File: config.mk
export PLATFORM = sky130hd
export DESIGN_NAME = gb_dma_engine_flat
export DESIGN_NICKNAME = d
export VERILOG_FILES = /design/src/rtl/gb_dma_engine_if.sv /design/src/rtl/gb_dma_engine.sv /design/src/flat_wrapper.sv
export SDC_FILE = /design/constraint.sdc
export NUM_CORES = 1
export LEC_CHECK = 0
export ABC_AREA = 1
export BUFFER_PORTS_ARGS = -buffer_cell sky130_fd_sc_hd__buf_2
export CAP_MARGIN = 5
export CORE_MARGIN = 3
export CORE_UTILIZATION = 38
export CTS_CLUSTER_DIAMETER = 60
export DETAILED_ROUTE_END_ITERATION = 7
export SLEW_MARGIN = 5
export SYNTH_ARGS = -nofsm -noshare
export SYNTH_HDL_FRONTEND = slang
export SYNTH_SLANG_ARGS = --single-unit
File: constraint.sdc
create_clock -name clk -period 2.11 [get_ports clk]
set_clock_uncertainty 0.1 [all_clocks]
set_input_delay 0.633 -clock clk [delete_from_list [all_inputs] [get_ports clk]]
set_output_delay 0.633 -clock clk [all_outputs]
set_load 0.005 [all_outputs]
File: src/rtl/gb_dma_engine_if.sv
// CPU register-window bus between the core and the DMA engine: byte-wide
// register reads/writes plus the stall request the engine raises during VRAM DMA.
interface gb_dma_engine_if;
    logic       cpu_sel_reg;
    logic [7:0] cpu_addr;
    logic       cpu_wr;
    logic [7:0] cpu_di;
    logic [7:0] cpu_do;
    logic       cpu_stall;

    modport master (
        output cpu_sel_reg, cpu_addr, cpu_wr, cpu_di,
        input  cpu_do, cpu_stall
    );

    modport slave (
        input  cpu_sel_reg, cpu_addr, cpu_wr, cpu_di,
        output cpu_do, cpu_stall
    );
endinterface

File: src/rtl/gb_dma_engine.sv
// OAM DMA (FF46, OAM_CLKS clocks/byte) and CGB VRAM DMA (FF51-FF55, 2 clocks/byte, GDMA/HDMA).
// Register reads are combinational; the CPU is held via cpu_stall while a VRAM block moves.
module gb_dma_engine #(
    parameter int OAM_LEN  = 160,
    parameter int OAM_CLKS = 4,
    parameter int BLK_LEN  = 16,
    parameter int VRAM_AW  = 13
) (
    input  logic               clk,
    input  logic               reset,
    gb_dma_engine_if.slave     cpu,
    input  logic               cgb_mode_i,
    input  logic [1:0]         ppu_mode_i,
    input  logic               lcd_on_i,
    output logic               oam_dma_active_o,
    output logic [15:0]        oam_src_o,
    input  logic [7:0]         oam_src_data_i,
    output logic               oam_wr_o,
    output logic [7:0]         oam_addr_o,
    output logic [7:0]         oam_di_o,
    output logic               vdma_rd_o,
    output logic [15:0]        vdma_src_o,
    input  logic [7:0]         vdma_src_data_i,
    output logic               vram_wr_o,
    output logic [VRAM_AW-1:0] vram_addr_o,
    output logic [7:0]         vram_di_o
);
    localparam int OCW = $clog2(OAM_LEN * OAM_CLKS);
    localparam int SHW = $clog2(OAM_CLKS);
    localparam int BCW = $clog2(BLK_LEN);
    localparam logic [OCW-1:0] OAM_LAST  = OCW'(OAM_LEN * OAM_CLKS - 1);
    localparam logic [SHW-1:0] OAM_WR_PH = SHW'(OAM_CLKS - 2);
    localparam logic [BCW-1:0] BLK_LAST  = BCW'(BLK_LEN - 1);

    typedef enum logic [1:0] {S_IDLE, S_GDMA, S_HB_WAIT, S_HB_XFER} state_t;

    logic reg_wr, wr_46, vwr, wr_51, wr_52, wr_53, wr_54, wr_55;
    assign reg_wr = cpu.cpu_sel_reg && cpu.cpu_wr;
    assign wr_46  = reg_wr && (cpu.cpu_addr == 8'h46);
    assign vwr    = reg_wr && cgb_mode_i;
    assign wr_51  = vwr && (cpu.cpu_addr == 8'h51);
    assign wr_52  = vwr && (cpu.cpu_addr == 8'h52);
    assign wr_53  = vwr && (cpu.cpu_addr == 8'h53);
    assign wr_54  = vwr && (cpu.cpu_addr == 8'h54);
    assign wr_55  = vwr && (cpu.cpu_addr == 8'h55);

    // ---------------- OAM channel ----------------
    logic [7:0]     dma_hi_q, dma_hi_d;
    logic [OCW-1:0] oam_cnt_q, oam_cnt_d;
    logic           oam_act_q, oam_act_d;
    logic [7:0]     oam_idx;

    always_comb begin
        dma_hi_d  = dma_hi_q;
        oam_cnt_d = oam_cnt_q;
        oam_act_d = oam_act_q;
        if (wr_46) begin
            dma_hi_d  = cpu.cpu_di;
            oam_cnt_d = '0;
            oam_act_d = 1'b1;
        end else if (oam_act_q) begin
            if (oam_cnt_q == OAM_LAST) oam_act_d = 1'b0;
            else                       oam_cnt_d = oam_cnt_q + OCW'(1);
        end
    end

    assign oam_idx          = 8'(oam_cnt_q >> SHW);
    assign oam_dma_active_o = oam_act_q;
    assign oam_src_o        = {dma_hi_q, oam_idx};
    assign oam_addr_o       = oam_idx;
    assign oam_wr_o         = oam_act_q && (oam_cnt_q[SHW-1:0] == OAM_WR_PH);
    assign oam_di_o         = oam_wr_o ? oam_src_data_i : 8'h00;

    // ---------------- VRAM channel ----------------
    state_t             state_q, state_d;
    logic [15:0]        src_q, src_d;
    logic [VRAM_AW-1:0] dst_q, dst_d;
    logic [6:0]         len_q, len_d;
    logic [BCW-1:0]     bcnt_q, bcnt_d;
    logic               ph_q, ph_d;
    logic [7:0]         data_q, data_d;
    logic               cancel_q, cancel_d;
    logic               hb_prev_q, hb_now, xfer;

    assign hb_now = lcd_on_i && (ppu_mode_i == 2'b00);
    assign xfer   = (state_q == S_GDMA) || (state_q == S_HB_XFER);

    always_comb begin
        state_d  = state_q;
        src_d    = src_q;
        dst_d    = dst_q;
        len_d    = len_q;
        bcnt_d   = bcnt_q;
        ph_d     = ph_q;
        data_d   = data_q;
        cancel_d = cancel_q;

        if (xfer) begin
            if (!ph_q) begin
                ph_d   = 1'b1;
                data_d = vdma_src_data_i;
            end else begin
                ph_d   = 1'b0;
                src_d  = src_q + 16'd1;
                dst_d  = dst_q + VRAM_AW'(1);
                bcnt_d = bcnt_q + BCW'(1);
                if (bcnt_q == BLK_LAST) begin
                    bcnt_d   = '0;
                    cancel_d = 1'b0;
                    if (len_q == 7'd0) begin
                        state_d = S_IDLE;
                        len_d   = 7'h7F;
                    end else begin
                        len_d = len_q - 7'd1;
                        if (state_q == S_HB_XFER) state_d = cancel_q ? S_IDLE : S_HB_WAIT;
                    end
                end
            end
        end else if (state_q == S_HB_WAIT && hb_now && !hb_prev_q) begin
            state_d = S_HB_XFER;
        end

        if (wr_51) src_d[15:8] = cpu.cpu_di;
        if (wr_52) src_d[7:0]  = {cpu.cpu_di[7:4], 4'h0};
        if (wr_53) dst_d       = VRAM_AW'({cpu.cpu_di[4:0], dst_q[7:0]});
        if (wr_54) dst_d       = {dst_q[VRAM_AW-1:8], cpu.cpu_di[7:4], 4'h0};

        // A GDMA in flight has the CPU stalled, so FF55 writes are only honoured otherwise.
        if (wr_55 && state_q != S_GDMA) begin
            if (cpu.cpu_di[7]) begin
                len_d    = cpu.cpu_di[6:0];
                bcnt_d   = '0;
                ph_d     = 1'b0;
                cancel_d = 1'b0;
                state_d  = lcd_on_i ? S_HB_WAIT : S_HB_XFER;
            end else if (state_q == S_IDLE) begin
                len_d   = cpu.cpu_di[6:0];
                bcnt_d  = '0;
                ph_d    = 1'b0;
                state_d = S_GDMA;
            end else if (state_d == S_HB_XFER) begin
                cancel_d = 1'b1;
            end else begin
                state_d = S_IDLE;
            end
        end
    end

    always_ff @(posedge clk) begin
        if (reset) begin
            dma_hi_q  <= 8'h00;
            oam_cnt_q <= '0;
            oam_act_q <= 1'b0;
            state_q   <= S_IDLE;
            src_q     <= 16'h0000;
            dst_q     <= '0;
            len_q     <= 7'h7F;
            bcnt_q    <= '0;
            ph_q      <= 1'b0;
            data_q    <= 8'h00;
            cancel_q  <= 1'b0;
            hb_prev_q <= 1'b0;
        end else begin
            dma_hi_q  <= dma_hi_d;
            oam_cnt_q <= oam_cnt_d;
            oam_act_q <= oam_act_d;
            state_q   <= state_d;
            src_q     <= src_d;
            dst_q     <= dst_d;
            len_q     <= len_d;
            bcnt_q    <= bcnt_d;
            ph_q      <= ph_d;
            data_q    <= data_d;
            cancel_q  <= cancel_d;
            hb_prev_q <= hb_now;
        end
    end

    assign vdma_rd_o     = xfer && !ph_q;
    assign vdma_src_o    = src_q;
    assign vram_wr_o     = xfer && ph_q;
    assign vram_addr_o   = dst_q;
    assign vram_di_o     = data_q;
    assign cpu.cpu_stall = xfer;

    always_comb begin
        cpu.cpu_do = 8'hFF;
        if (cpu.cpu_sel_reg) begin
            if (cpu.cpu_addr == 8'h46)                    cpu.cpu_do = dma_hi_q;
            else if (cpu.cpu_addr == 8'h55 && cgb_mode_i) cpu.cpu_do = {state_q == S_IDLE, len_q};
        end
    end
endmodule

File: src/flat_wrapper.sv
// flat-port wrapper written by rule: the top's interface ports become plain ports
module gb_dma_engine_flat 
#(
    parameter int OAM_LEN  = 160,
    parameter int OAM_CLKS = 4,
    parameter int BLK_LEN  = 16,
    parameter int VRAM_AW  = 13
)
  (clk, reset, cgb_mode_i, ppu_mode_i, lcd_on_i, oam_dma_active_o, oam_src_o, oam_src_data_i, oam_wr_o, oam_addr_o, oam_di_o, vdma_rd_o, vdma_src_o, vdma_src_data_i, vram_wr_o, vram_addr_o, vram_di_o, cpu_cpu_sel_reg, cpu_cpu_addr, cpu_cpu_wr, cpu_cpu_di, cpu_cpu_do, cpu_cpu_stall);
  gb_dma_engine_if cpu_i ();
  input  logic clk;
  input  logic reset;
  input  logic cgb_mode_i;
  input  logic [1:0] ppu_mode_i;
  input  logic lcd_on_i;
  output logic oam_dma_active_o;
  output logic [15:0] oam_src_o;
  input  logic [7:0] oam_src_data_i;
  output logic oam_wr_o;
  output logic [7:0] oam_addr_o;
  output logic [7:0] oam_di_o;
  output logic vdma_rd_o;
  output logic [15:0] vdma_src_o;
  input  logic [7:0] vdma_src_data_i;
  output logic vram_wr_o;
  output logic [VRAM_AW-1:0] vram_addr_o;
  output logic [7:0] vram_di_o;
  input wire logic [$bits(cpu_i.cpu_sel_reg)-1:0] cpu_cpu_sel_reg;
  input wire logic [$bits(cpu_i.cpu_addr)-1:0] cpu_cpu_addr;
  input wire logic [$bits(cpu_i.cpu_wr)-1:0] cpu_cpu_wr;
  input wire logic [$bits(cpu_i.cpu_di)-1:0] cpu_cpu_di;
  output wire logic [$bits(cpu_i.cpu_do)-1:0] cpu_cpu_do;
  output wire logic [$bits(cpu_i.cpu_stall)-1:0] cpu_cpu_stall;
  assign cpu_i.cpu_sel_reg = cpu_cpu_sel_reg;
  assign cpu_i.cpu_addr = cpu_cpu_addr;
  assign cpu_i.cpu_wr = cpu_cpu_wr;
  assign cpu_i.cpu_di = cpu_cpu_di;
  assign cpu_cpu_do = cpu_i.cpu_do;
  assign cpu_cpu_stall = cpu_i.cpu_stall;
  gb_dma_engine #(.OAM_LEN(OAM_LEN), .OAM_CLKS(OAM_CLKS), .BLK_LEN(BLK_LEN), .VRAM_AW(VRAM_AW)) u_core (.clk(clk), .reset(reset), .cpu(cpu_i), .cgb_mode_i(cgb_mode_i), .ppu_mode_i(ppu_mode_i), .lcd_on_i(lcd_on_i), .oam_dma_active_o(oam_dma_active_o), .oam_src_o(oam_src_o), .oam_src_data_i(oam_src_data_i), .oam_wr_o(oam_wr_o), .oam_addr_o(oam_addr_o), .oam_di_o(oam_di_o), .vdma_rd_o(vdma_rd_o), .vdma_src_o(vdma_src_o), .vdma_src_data_i(vdma_src_data_i), .vram_wr_o(vram_wr_o), .vram_addr_o(vram_addr_o), .vram_di_o(vram_di_o));
endmodule
==> results.json <==
{
  "routed-wl-met3_um": 922,
  "fp.dieW_um": 112,
  "maxSlewViolCount": 0,
  "grt_usage_pct": 19.9,
  "internal-power_w": 0.00250,
  "met1Wirelength_um": 5730,
  "synth.top_cell.area_share_pct": 33.6,
  "cp.required_ns": 1.38,
  "setup_viol": 8,
  "rsz0062_at_grt": "yes",
  "hold_path.class": "reg2reg",
  "drt-total-wl_um": 12500,
  "die_y_um": 112,
  "critical_path_buf_inv_count": 3,
  "fin_crit_ns": 2.35,
  "synth.distinct_cells": 43,
  "clockPowerShare_pct": 52.5,
  "drv_cap": 0,
  "synth_area_leaders": "dfxtp_1 34%, nand2_1 11%, inv_1 7.5%",
  "hold_depth": 2,
  "viasPerCell": 5.00,
  "core-area_um2": 10900,
  "wl_met2_um": 5590,
  "critical_path.max_fanout": 8,
  "syn_nets": 679,
  "first_global_vias": 4347,
  "gp_congestion": 0.891,
  "wl_per_cell_um": 13.6,
  "clkTransAtPathRegs_ns": 0.06,
  "cts_tree": "built",
  "switching_power_w": 0.000719,
  "ys.flop_type": "dfxtp_1",
  "cts_inserted_buffers": 9,
  "reg2reg_from": "u_core.state_q[0]$_SDFF_PP0_",
  "dp_hpwl_um": 9550,
  "fin_util_pct": 51.6,
  "antenna_found_initial": 1,
  "rows": 38,
  "grt-ovfl-total": 0,
  "vias": 4581,
  "power_density_nw_per_um2": 570,
  "final_layout_size_suffix_gt1_share_pct": 30.4,
  "max_freq_mhz": 425,
  "crit_chain": "buf_8 > nand3b_1 > nor2_2 > nand4_1 > buf_6 > o22ai_2 > nand2_1 > buf_2",
  "dr.pass1.iters": 7,
  "drc": 0,
  "p_sw_share_pct": 22.4,
  "violations": "negative setup slack",
  "finalPower_w": 0.00321,
  "synth_most_common_cell": "nand2_1",
  "syn-cell-area_um2": 4290,
  "leakagePower_nw": 2.69,
  "async_reset_ff_share_pct": 0,
  "synth_edf_count": 0,
  "slew_headroom_pct": 69.8,
  "ys_ff_latch": 72,
  "grt_pass1_wl_um": 20800,
  "p_seq_share_pct": 42.3,
  "r2r_end": "u_core.vram_addr_o[4]$_SDFFE_PP0P_",
  "cpPeakStageDelay_ns": 0.19,
  "irDropWorstVdd_uv": 357,
  "critPathLaunchType": "input pin",
  "finalWorstSetupSlack_ns": -0.242,
  "syn_inst": 630,
  "drtIter0Drc": 244,
  "cts-root-buf": "clkbuf_16",
  "antennaDiodeCount": 0,
  "ant_nets": 0,
  "slowest_stage": "nand3b_1",
  "clkLatencyLatePin_ns": 0.33,
  "cpLargestDelayFamily": "simple AND/OR/NAND/NOR gates",
  "rr_worst_depth": 8,
  "io_buffer_count": 121,
  "grt_max_degree": 25,
  "htreeDepth": 3,
  "fin_tns_setup_ns": -1.81,
  "fp.dieArea_um2": 12600,
  "numClockSinks": 72,
  "synth_area_leader_cell": "dfxtp_1",
  "min_to": "u_core.cancel_q$_SDFF_PP0_",
  "synth_area_per_cell_um2": 6.81,
  "synth_common_cells": "127 x nand2_1, 86 x inv_1, 72 x dfxtp_1",
  "arrival_ns": 1.62,
  "end_kind": "primary output",
  "ys_seq_area_share_pct": 33.6,
  "initial_core_util_pct": 39.2,
  "hp-start": "u_core.cancel_q$_SDFF_PP0_",
  "min_period_over_period_pct": 111,
  "cts_max_path_buffers": 2,
  "combPwrFrac_pct": 5.1,
  "top_layer": "met5",
  "area_delta_synth_final_pct": 31.4,
  "rrSetupSlack_ns": 0.28,
  "status": "finished with violations",
  "nets": 821,
  "hold_viol": 0,
  "num_io_pins": 122,
  "ys_warn_count": 0,
  "worstMarginPinSlew_ns": 0.449,
  "path_class": "in2out"
}
[cells in the final DEF (no fill, tap or decap), drive strengths merged]
master	netlist	routed
or2	6	6
nand4	11	11
nor3b	1	1
clkinvlp	0	3
nand3	33	33
a21oi	51	51
a31o	2	2
a21boi	1	1
a31oi	6	6
buf	21	158
dfxtp	72	72
o21ai	47	47
nand2	134	134
o21a	1	1
nor3	15	15
clkbuf	6	10
o22ai	10	10
nor4	3	3
nand3b	6	6
xor2	12	12
inv	93	94
xnor2	6	6
o21bai	2	2
nor2	78	78
ha	9	9
o211ai	4	4
bufinv	0	2
[tightest hold or removal path: stages, from the launching register on]
cell	delay, ns
dfxtp_1	0.31
nand2_1	0.06
a21oi_1	0.06
[power by group through the flow]
stage | logic (W) | registers, W | clock network, W
5_1_grt | 0.000180 | 0.00136 | 0.00179
6_report | 0.000165 | 0.00136 | 0.00169
3_3_place_gp | 0.000149 | 0.00139 | 0
4_1_cts | 0.000157 | 0.00136 | 0.00171
3_5_place_dp | 0.000151 | 0.00139 | 0
2_1_floorplan | 0.0000572 | 0.00139 | 0
[registers in the layout, indices dropped and copies added, names as in the netlist]
name,count
u_core.oam_dma_active_o,1
u_core.ph_q,1
u_core.vram_di_o,8
u_core.vram_addr_o,13
u_core.bcnt_q,4
u_core.oam_cnt_q,10
u_core.cancel_q,1
u_core.vdma_src_o,16
u_core.hb_prev_q,1
u_core.len_q,7
u_core.state_q,2
u_core.dma_hi_q,8
[worst max-delay path by stage]
stage | startpoint | end | slack [ns] | depth (start not counted)
3_5_place_dp | cpu_cpu_addr[7] | cpu_cpu_do[5] | -0.38 | 9
5_1_grt | cpu_cpu_addr[5] | cpu_cpu_do[7] | -0.32 | 8
3_3_place_gp | cpu_cpu_addr[7] | cpu_cpu_do[4] | -0.31 | 9
6_report | cpu_cpu_addr[5] | cpu_cpu_do[5] | -0.24 | 8
4_1_cts | cpu_cpu_addr[5] | cpu_cpu_do[5] | -0.25 | 8
2_1_floorplan | cpu_cpu_addr[5] | cpu_cpu_do[0] | -0.08 | 5
[stage by stage]
stage | area, um^2 | setup WS (ns) | hold WS (ns) | std cells
floorplan | 4290 | -0.0788 | 0.339 | 630
global placement | 5130 | -0.305 | 0.354 | 896
detailed placement | 5130 | -0.378 | 0.354 | 896
CTS | 5560 | -0.253 | 0.364 | 916
global route | 5640 | -0.316 | 0.386 | 917
finish | 5640 | -0.242 | 0.367 | 917
[logic make-up after synthesis]
kind of cell    synth area share, %
compound gates                 15.9
simple gates                   31.8
xor+xnor                       3.68
fa+ha+maj                      2.63
buf+inv                        12.4
flops                          33.6
[area by class of cell]
class                           instances  area (um^2)
Tap cell                              140          175
Fill cell                            1112         5300
Inverter                               93          354
Multi-Input combinational cell        438         2430
Clock buffer                           10          239
Sequential cell                        72         1440
Timing Repair Buffer                  158          905
Clock inverter                          6         91.3
[layer usage]
| layer | vias up | global-route usage, % |
|---|---|---|
| li1 | 2320 | - |
| met1 | 2087 | 26.5 |
| met2 | 150 | 31.7 |
| met3 | 22 | 5.23 |
| met4 | 2 | 6.41 |
| met5 | - | 0 |
[repair_timing]
action                     in CTS  in global routing
pin swaps                       4                 10
hold buffers                    0                  0
gates resized for setup        14                 22
setup endpoints to repair      17                 18
buffers inserted                4                  1
Note: power is estimated with default switching activity, not from simulation.
